### config.mk
export PLATFORM = sky130hd
export DESIGN_NAME = melody_sequencer
export DESIGN_NICKNAME = d
export VERILOG_FILES = /design/src/rtl/melody_pkg.sv /design/src/rtl/melody_sequencer_tempo_tick.sv /design/src/rtl/melody_sequencer.sv
export SDC_FILE = /design/constraint.sdc
export NUM_CORES = 1
export LEC_CHECK = 0
export CAP_MARGIN = 20
export CORE_MARGIN = 3
export CORE_UTILIZATION = 62
export DETAILED_ROUTE_END_ITERATION = 8
export HOLD_SLACK_MARGIN = 0.1
export PLACE_DENSITY = 0.86
export SYNTH_ARGS = -nofsm -noshare
export SYNTH_HDL_FRONTEND = slang
export SYNTH_SLANG_ARGS = --single-unit
export TNS_END_PERCENT = 20
### constraint.sdc
create_clock -name clk -period 9.1 [get_ports clk]
set_clock_uncertainty 0.2 [all_clocks]
set_input_delay 1.82 -clock clk [delete_from_list [all_inputs] [get_ports clk]]
set_output_delay 1.82 -clock clk [all_outputs]
set_load 0.005 [all_outputs]
### src/rtl/melody_pkg.sv
`default_nettype none
// ============================================================================
//  Module      : melody_pkg
//  Description : Shared types and constants for the melody sequencer:
//                FSM state encoding, melody entry layout, melody ROM and the
//                pitch-to-divider table.
//  Revision    : 1.0 - initial release
// ============================================================================
package melody_pkg;

    // Sequencer states, explicit 3-bit encoding
    typedef enum logic [2:0] {
        ST_IDLE = 3'd0,
        ST_LOAD = 3'd1,
        ST_PLAY = 3'd2,
        ST_GAP  = 3'd3,
        ST_DONE = 3'd4
    } state_e;

    // Melody entry layout: {trem, pitch[3:0], dur[3:0]}
    localparam int ENTRY_W   = 9;
    localparam int PITCH_W   = 4;
    localparam int DUR_W     = 4;
    localparam int TBL_DIV_W = 12;

    typedef struct packed {
        logic               trem;
        logic [PITCH_W-1:0] pitch;
        logic [DUR_W-1:0]   dur;
    } entry_t;

    localparam logic [ENTRY_W-1:0] END_MARKER = 9'h000;

    // Melody: C4 for 3 ticks, A4 with tremolo, a 2-tick rest, A4, then end.
    // Entries past the end marker keep the table full for longer melodies.
    localparam logic [ENTRY_W-1:0] MELODY_ROM [16] = '{
        9'h012, 9'h1A0, 9'h001, 9'h0A0,
        9'h000, 9'h031, 9'h1C0, 9'h072,
        9'h083, 9'h0F0, 9'h1E1, 9'h0B0,
        9'h0C2, 9'h1D0, 9'h0A1, 9'h040
    };

    // Tone divider per pitch code; code 0 is silence
    localparam logic [TBL_DIV_W-1:0] PITCH_DIV [16] = '{
        12'd0,    12'd1911, 12'd1804, 12'd1703,
        12'd1607, 12'd1517, 12'd1432, 12'd1351,
        12'd1276, 12'd1204, 12'd1136, 12'd1073,
        12'd1012, 12'd956,  12'd902,  12'd851
    };

    // Octave shift: up alone halves, down alone doubles, otherwise unchanged.
    // One extra bit of headroom keeps the doubled value exact.
    function automatic logic [TBL_DIV_W:0] octave_div(
        input logic [TBL_DIV_W-1:0] base,
        input logic                 up,
        input logic                 dn
    );
        logic [TBL_DIV_W:0] res;
        case ({up, dn})
            2'b10:   res = {2'b00, base[TBL_DIV_W-1:1]};
            2'b01:   res = {base, 1'b0};
            default: res = {1'b0, base};
        endcase
        return res;
    endfunction

endpackage
`default_nettype wire

### src/rtl/melody_sequencer_tempo_tick.sv
`default_nettype none
// ============================================================================
//  Module      : tempo_tick
//  Description : Tempo prescaler. Counts 0..TICK_DIV-1 and flags the last
//                count as a one-cycle tick; clr_i restarts the count at 0.
//  Revision    : 1.0 - initial release
// ============================================================================
module tempo_tick #(
    parameter int TICK_DIV = 250000
) (
    input  logic clk,
    input  logic rst,
    input  logic clr_i,
    output logic tick_o
);

    localparam int CNT_W = $clog2(TICK_DIV);
    localparam logic [CNT_W-1:0] CNT_LAST = CNT_W'(TICK_DIV - 1);

    logic [CNT_W-1:0] cnt_q;
    logic [CNT_W-1:0] cnt_d;

    // Next count: restart on clear or on wrap, otherwise increment
    always_comb begin
        cnt_d = cnt_q + 1'b1;
        if (clr_i || (cnt_q == CNT_LAST)) begin
            cnt_d = '0;
        end
    end

    // Count register
    always_ff @(posedge clk) begin
        if (rst) begin
            cnt_q <= '0;
        end else begin
            cnt_q <= cnt_d;
        end
    end

    assign tick_o = (cnt_q == CNT_LAST);

endmodule
`default_nettype wire

### src/rtl/melody_sequencer.sv
`default_nettype none
// ============================================================================
//  Module      : melody_sequencer
//  Description : Tempo-driven sequencer that walks the melody ROM and drives
//                the tone generator's divider, gate and tremolo controls.
//                Supports start/stop, looping, octave shift and a one-tick
//                articulation gap between notes.
//  Revision    : 1.0 - initial release
// ============================================================================
module melody_sequencer
    import melody_pkg::*;
#(
    parameter int TICK_DIV   = 250000,
    parameter int DIV_W      = 12,
    parameter int NOTE_COUNT = 16
) (
    input  logic             clk,
    input  logic             rst,
    input  logic             start,
    input  logic             stop,
    input  logic             loop_en,
    input  logic             octave_up,
    input  logic             octave_dn,
    output logic [DIV_W-1:0] tone_div,
    output logic             tone_on,
    output logic             tremolo_en,
    output logic             busy,
    output logic [3:0]       note_idx,
    output logic             done
);

    localparam logic [3:0] LAST_IDX = 4'(NOTE_COUNT - 1);

    state_e state_q, state_d;

    logic [DIV_W-1:0] tone_div_q, tone_div_d;
    logic             tone_on_q, tone_on_d;
    logic             trem_q, trem_d;
    logic             busy_q, busy_d;
    logic [3:0]       note_idx_q, note_idx_d;
    logic             done_q, done_d;
    logic [DUR_W-1:0] dur_q, dur_d;
    logic [DUR_W-1:0] beat_q, beat_d;

    entry_t             w_entry;
    logic               w_is_end;
    logic               w_last_idx;
    logic               w_tick;
    logic               w_play_done;
    logic               w_clr;
    logic [TBL_DIV_W:0] w_shift;
    logic [DIV_W-1:0]   w_div;

    assign w_entry     = entry_t'(MELODY_ROM[note_idx_q]);
    assign w_is_end    = (MELODY_ROM[note_idx_q] == END_MARKER);
    assign w_last_idx  = (note_idx_q == LAST_IDX);
    assign w_play_done = w_tick && (beat_q == dur_q);
    assign w_shift     = octave_div(PITCH_DIV[w_entry.pitch], octave_up, octave_dn);
    assign w_div       = DIV_W'(w_shift);

    // Any state change restarts the tempo count, so PLAY and GAP start at 0
    assign w_clr = (state_d != state_q);

    tempo_tick #(
        .TICK_DIV (TICK_DIV)
    ) u_tempo_tick (
        .clk    (clk),
        .rst    (rst),
        .clr_i  (w_clr),
        .tick_o (w_tick)
    );

    // State register
    always_ff @(posedge clk) begin
        if (rst) begin
            state_q <= ST_IDLE;
        end else begin
            state_q <= state_d;
        end
    end

    // Next-state logic; stop overrides everything
    always_comb begin
        state_d = state_q;
        if (stop) begin
            state_d = ST_IDLE;
        end else begin
            case (state_q)
                ST_IDLE: if (start) state_d = ST_LOAD;
                ST_LOAD: begin
                    if (w_is_end) begin
                        state_d = loop_en ? ST_LOAD : ST_DONE;
                    end else begin
                        state_d = ST_PLAY;
                    end
                end
                ST_PLAY: if (w_play_done) state_d = ST_GAP;
                ST_GAP: begin
                    if (w_tick) begin
                        state_d = (w_last_idx && !loop_en) ? ST_DONE : ST_LOAD;
                    end
                end
                ST_DONE: state_d = ST_IDLE;
                default: state_d = ST_IDLE;
            endcase
        end
    end

    // Output next values, decided from the transition being taken
    always_comb begin
        tone_div_d = tone_div_q;
        tone_on_d  = tone_on_q;
        trem_d     = trem_q;
        note_idx_d = note_idx_q;
        dur_d      = dur_q;
        beat_d     = beat_q;
        busy_d     = (state_d != ST_IDLE);
        done_d     = (state_d == ST_DONE);
        case (state_d)
            ST_IDLE, ST_DONE: begin
                tone_div_d = '0;
                tone_on_d  = 1'b0;
                trem_d     = 1'b0;
                note_idx_d = '0;
            end
            ST_LOAD: begin
                // Advance after a gap unless the melody wraps; every other
                // way into LOAD (start, loop restart) begins at entry 0
                tone_on_d  = 1'b0;
                note_idx_d = (state_q == ST_GAP && !w_last_idx) ? note_idx_q + 4'd1 : 4'd0;
            end
            ST_PLAY: begin
                if (state_q == ST_LOAD) begin
                    tone_div_d = w_div;
                    tone_on_d  = (w_entry.pitch != '0);
                    trem_d     = w_entry.trem;
                    dur_d      = w_entry.dur;
                    beat_d     = '0;
                end else if (w_tick) begin
                    beat_d = beat_q + 1'b1;
                end
            end
            ST_GAP: begin
                tone_on_d = 1'b0;
            end
            default: begin
                tone_on_d = 1'b0;
            end
        endcase
    end

    // Output and note-context registers
    always_ff @(posedge clk) begin
        if (rst) begin
            tone_div_q <= '0;
            tone_on_q  <= 1'b0;
            trem_q     <= 1'b0;
            busy_q     <= 1'b0;
            note_idx_q <= '0;
            done_q     <= 1'b0;
            dur_q      <= '0;
            beat_q     <= '0;
        end else begin
            tone_div_q <= tone_div_d;
            tone_on_q  <= tone_on_d;
            trem_q     <= trem_d;
            busy_q     <= busy_d;
            note_idx_q <= note_idx_d;
            done_q     <= done_d;
            dur_q      <= dur_d;
            beat_q     <= beat_d;
        end
    end

    assign tone_div   = tone_div_q;
    assign tone_on    = tone_on_q;
    assign tremolo_en = trem_q;
    assign busy       = busy_q;
    assign note_idx   = note_idx_q;
    assign done       = done_q;

endmodule
`default_nettype wire
=== Word level (Yosys, flattened, before mapping) ===
Memory sizes are Yosys's and may differ from the RTL's.
Cells that the tools add are included.

* Input bits: 7
* Logic and storage cells: 74
* ROM bits: 336
* Flip-flop bits (word level): 49
* Output and inout port bits: 20
* Memories: 2

* $lt $le $gt $ge: 2
* Add/subtract/negate cells: 3
* Mux-type cells: 21
* Eq/ne operators: 13
* Reductions and logical operators: 20
* Bitwise gates (word level): 3

{| class="wikitable"
|+ Memories
! memory !! depth !! width !! read ports !! clocked after memory_dff !! wr ports !! line !! source
|-
| (no name shown) || 16 || 12 || 1 || 0 || 0 || melody_sequencer.sv:58 || <nowiki>assign w_shift = octave_div(PITCH_DIV[w_entry.pitch], octave_up, octave_dn);</nowiki>
|-
| (no name shown) || 16 || 9 || 1 || 0 || 0 || melody_sequencer.sv:55 || <nowiki>assign w_is_end = (MELODY_ROM[note_idx_q] == END_MARKER);</nowiki>
|}

{| class="wikitable"
|+ Operators by type and width
! cell !! number
|-
| case mux 12 bit (2 select lines) || 2
|-
| two-way mux 12 bit || 3
|-
| two-way mux 3 bit || 7
|-
| adder 18 x 1 -> 18 bit (second input constant) || 1
|-
| == test 18 bit (second input constant) || 1
|-
| two-way mux 9 bit || 2
|-
| two-way mux 4 bit || 3
|-
| case mux 3 bit (4 select lines) || 1
|-
| greater-or-equal comparator 5 bit (second input constant) || 2
|-
| NOT 4 -> 5 bit || 2
|-
| == test 3 x 2 -> 1 bit (second input constant) || 3
|-
| zero test 9 bit || 1
|-
| adder 4 x 1 -> 4 bit (second input constant) || 2
|-
| case mux 4 bit (2 select lines) || 1
|-
| == test 3 x 1 -> 1 bit (second input constant) || 2
|-
| zero test 3 bit || 2
|-
| AND reduction 2 bit || 3
|-
| nonzero test 2 bit || 3
|-
| OR reduction 2 bit || 3
|-
| == test 4 bit || 1
|-
| == test 4 bit (second input constant) || 1
|-
| nonzero test 4 bit || 1
|-
| == test 3 bit (second input constant) || 1
|-
| logical AND 1 bit || 3
|-
| 10 further kinds || 11
|}

=== Logic depth before layout (Yosys ltp) ===
* Depth after elaboration: 12
* Gate-level depth with buffers: 14

=== Modules after synthesis ===
A second synthesis with hierarchy kept.

* Cell total of the unflattened synthesis: 370
* Area, all modules: 3090.5 µm²

{| class="wikitable"
|+ Modules (own cells, without submodules)
! module !! instances !! area each (µm²) !! cells an instance
|-
| melody_sequencer || 1 || 2237.1 || 272
|-
| tempo_tick || 1 || 853.3 || 98
|}

=== Least setup slack after synthesis ===
OpenSTA, ideal clock, no wires.

* Path kind: input -> register
* From: input port stop
* To: register u_tempo_tick.cnt_q[10]
* Slack: 5684 ps
* Data arrival time: 3099 ps
* Buffers on the path: 2
* Stages on the path: 6
* Path through: or2_2 > buf_1 > o21ba_2 > o211ai_2 > buf_2 > nor2_1

* Word-level cells in the longest chain between the ends: 4

{| class="wikitable"
|+ RTL lines
! what !! line !! source
|-
| start: declaration || melody_sequencer.sv:20 || <nowiki>input logic stop,</nowiki>
|-
| two-way mux 3 bit || melody_sequencer.sv:85 || <nowiki>if (stop) begin</nowiki>
|-
| inequality test 3 bit || melody_sequencer.sv:62 || <nowiki>assign w_clr = (state_d != state_q);</nowiki>
|-
| logical OR 1 bit || melody_sequencer_tempo_tick.sv:26 || <nowiki>if (clr_i || (cnt_q == CNT_LAST)) begin</nowiki>
|-
| OR reduction 2 bit (no source line) || n/a ||
|-
| end signal: assignment || melody_sequencer_tempo_tick.sv:36 || <nowiki>cnt_q <= cnt_d;</nowiki>
|-
| end: declaration || melody_sequencer_tempo_tick.sv:20 || <nowiki>logic [CNT_W-1:0] cnt_q;</nowiki>
|}

No other way between the ends.
A chain may end at the register's enable or synchronous reset.

==> flow_metrics.py <==
metrics = {
    "setup_path": {
        "worstPathRequired_ps": 9140,
        "r2r_slack_ps": 5000,
        "path_class": "input port to register",
        "reg2reg_from": "note_idx[0]",
        "end_kind": "register",
        "regToRegEndpoint": "tone_div[8]",
        "cp_max_fo": 22,
        "worstSetupStartpointType": "input port",
        "cp.arrival_ps": 4150,
        "reg2reg_depth": 11,
    },
    "synthesis": {
        "yosysSeqAreaShare_pct": 31.42,
        "ys.flop_type": "dfxtp_1",
        "synth_nets": 387,
        "syn_inst": 364,
        "synth.distinct_cells": 67,
        "synth-edff-count": 0,
        "avgSynthCellArea_sq_um": 8.226,
        "synth-seq-cells": 47,
        "ys_warn_count": 0,
        "async_flop_share_pct": 0,
        "syn-cell-area_sq_um": 2994,
    },
    "drt": {
        "wire_per_inst_um": 15.64,
        "drc": 0,
        "wl_met1_um": 3074,
        "met3_wirelength_um": 298,
        "drtIter0Drc": 264,
        "wirelength_um": 6692,
        "via_per_inst": 6.339,
        "first_pass_iters": 5,
        "antenna_left": 0,
        "wl_met2_um": 3187,
        "routed.top_layer": "met4",
        "dr_total_vias": 2713,
    },
    "floorplan": {
        "core_sq_um": 4504,
        "die_area_sq_um": 5699,
        "die_height_um": 75.49,
        "rows": 24,
        "top_level_ports": 27,
        "dieWidth_um": 75.49,
        "initial_core_util_pct": 66.47,
    },
    "job": {
        "maxCapViolCount": 0,
    },
    "final_layout": {
        "fill_cells": 341,
        "seqCellArea_sq_um": 940.9,
        "multiInputGateArea_sq_um": 1908,
        "nets": 398,
        "final_cells": 428,
        "syn_to_final_growth_pct": 11.41,
        "n_antenna_cell": 0,
        "layout-drive-gt1-share_pct": 7.979,
        "fin_util_pct": 74.06,
    },
    "pwr": {
        "ir_drop_v": 0.00009660,
        "powerDensity_nw_per_um2": 120.3,
        "power_mw": 0.4014,
        "leakage_nw": 1.194,
    },
    "clock_network": {
        "post_cts_buffers": 0,
        "cts_sinks": 47,
        "cts_resized": 0,
        "cts_max_level": 2,
        "postCtsHoldBufs": 0,
        "cts.clk_slew.worst_paths_ps": 90,
        "clk_latency_ps": 300,
        "numCtsBuffers": 5,
        "clock_path_buffers": 2,
        "tritoncts": "yes",
        "root_buffer": "clkbuf_8",
    },
    "sta": {
        "rsz0062_at_grt": "no",
        "slew_headroom_pct": 28.93,
        "final_max_slew_viol_count": 0,
        "max_freq_mhz": 243.3,
        "fin_crit_sh_pct": 45.17,
        "hold_viol_final": 0,
        "period_minus_slack_ps": 4110,
        "fin_setup_tns_ps": 0,
        "setup_viol": 0,
        "tightest_slew_ps": 1057,
    },
    "placement": {
        "numPortBuffers": 26,
        "place_inst": 420,
        "routabilityCongestion": 0.8593,
        "dp_hpwl_um": 4736,
    },
    "hold_path": {
        "hp-class": "register to register",
        "hp-start": "u_tempo_tick.cnt_q[0]",
        "holdPathStages": 1,
        "holdPathEnd": "u_tempo_tick.cnt_q[0]",
    },
    "global_route": {
        "grt_max_degree": 24,
        "antenna_found_initial": 0,
        "grt_usage_pct": 25.10,
        "grt_pass1_vias": 2492,
        "grt_pass1_wl_um": 11360,
        "grt_overflow": 0,
    },
    "status": {
        "status": "completed",
    },
}
cell families (layout without fill, tap and decap cells):
kind of cell | after synthesis | in the layout | synth area share [%]
simple gates | 148 | 148 | 25.70
compound gates | 95 | 95 | 24.11
flops | 47 | 47 | 31.42
buf+inv | 34 | 46 | 4.847
xor+xnor | 20 | 20 | 5.850
fa+ha+maj | 16 | 16 | 6.686
mux | 4 | 4 | 1.379
critical path, stage by stage:
cell and delay (ps):
clkdlybuf4s50_1 830, nor4_2 1060, o21ai_0 250, o2bb2ai_1 180
flip-flops by register name (all words and copies together) (netlist names):
signal / count
u_tempo_tick.cnt_q: 18
tone_div: 12
beat_q: 4
note_idx: 4
state_q: 3
dur_q: 2
busy: 1
done: 1
tone_on: 1
tremolo_en: 1
area by class of cell:
cell class | instances | area share, %
clock buffer | 5 | 2.063
sequential | 47 | 28.21
clock inverter | 3 | 1.425
multi-input combinational | 283 | 57.20
timing repair buffer | 26 | 7.802
inverter | 12 | 1.350
tap | 52 | 1.950
per-layer routing:
layer  global-route usage (%)  up-vias
met3                    3.826       12
met2                    40.08       76
li1                         -     1343
met4                    8.544        0
met5                        0        -
met1                    34.67     1282
worst max path at each step:
stage	start	endpoint	slack (ps)	depth (start not counted)
after floorplan	stop	u_tempo_tick.cnt_q[10]	5680	6
after global placement	rst	tone_div[3]	4770	4
after detailed placement	rst	tone_div[5]	4750	4
after CTS	rst	tone_div[8]	5070	4
after global routing	note_idx[0]	tone_div[4]	4660	11
final	rst	tone_div[8]	4990	4
cells in the mapped netlist (5+ instances only):
master	n	share of area [%]
ha_1	16	6.7
nor3_1	9	1.5
nor2_1	42	5.3
o2bb2ai_1	7	2.0
dfxtp_1	47	31
a221oi_1	6	1.8
inv_1	12	1.5
xnor2_1	7	2.0
nand3_1	19	3.2
xor2_1	13	3.8
o21ai_0	14	2.3
a211oi_1	7	1.8
nand4_1	5	1.0
and3_1	9	1.9
clkbuf_1	12	1.5
nand2b_1	6	1.3
buf_2	8	1.3
a21oi_1	17	2.8
nand2_1	32	4.0
cells in the final DEF (no fill, tap or decap), drive strengths merged, types with 3 or more instances in the layout:
| master | count |
|---|---|
| nor4 | 4 |
| clkbuf | 5 |
| a221oi | 6 |
| o211ai | 3 |
| o21a | 3 |
| a22oi | 4 |
| xnor2 | 7 |
| nand2 | 32 |
| nand4 | 5 |
| nor4b | 3 |
| clkdlybuf4s50 | 26 |
| or2 | 3 |
| and2 | 3 |
| a32o | 4 |
| nor2 | 43 |
| o21ai | 15 |
| dfxtp | 47 |
| and3 | 9 |
| mux2i | 3 |
| a211oi | 9 |
| a21oi | 18 |
| nand3 | 19 |
| xor2 | 13 |
| nand2b | 7 |
| a22o | 4 |
| o2bb2ai | 7 |
| inv | 13 |
| nor3 | 9 |
| a31oi | 5 |
| ha | 16 |
power by group:
part           leakage, nW  internal [mW]  switching (mW)
Sequential           0.380          0.208         0.00208
Combinational        0.755         0.0130          0.0197
Clock               0.0587         0.0833          0.0751
through the flow:
stage / hold slack (ps) / worst slack [ps] / cell area, sq um
after global placement: 231.0 / 4774 / 3219
after CTS: 255.1 / 5070 / 3336
after floorplan: 217.5 / 5684 / 2994
after detailed placement: 241.9 / 4747 / 3219
after global routing: 274.6 / 4657 / 3336
final: 254.9 / 4990 / 3336
(Power assumes the default switching activity.)
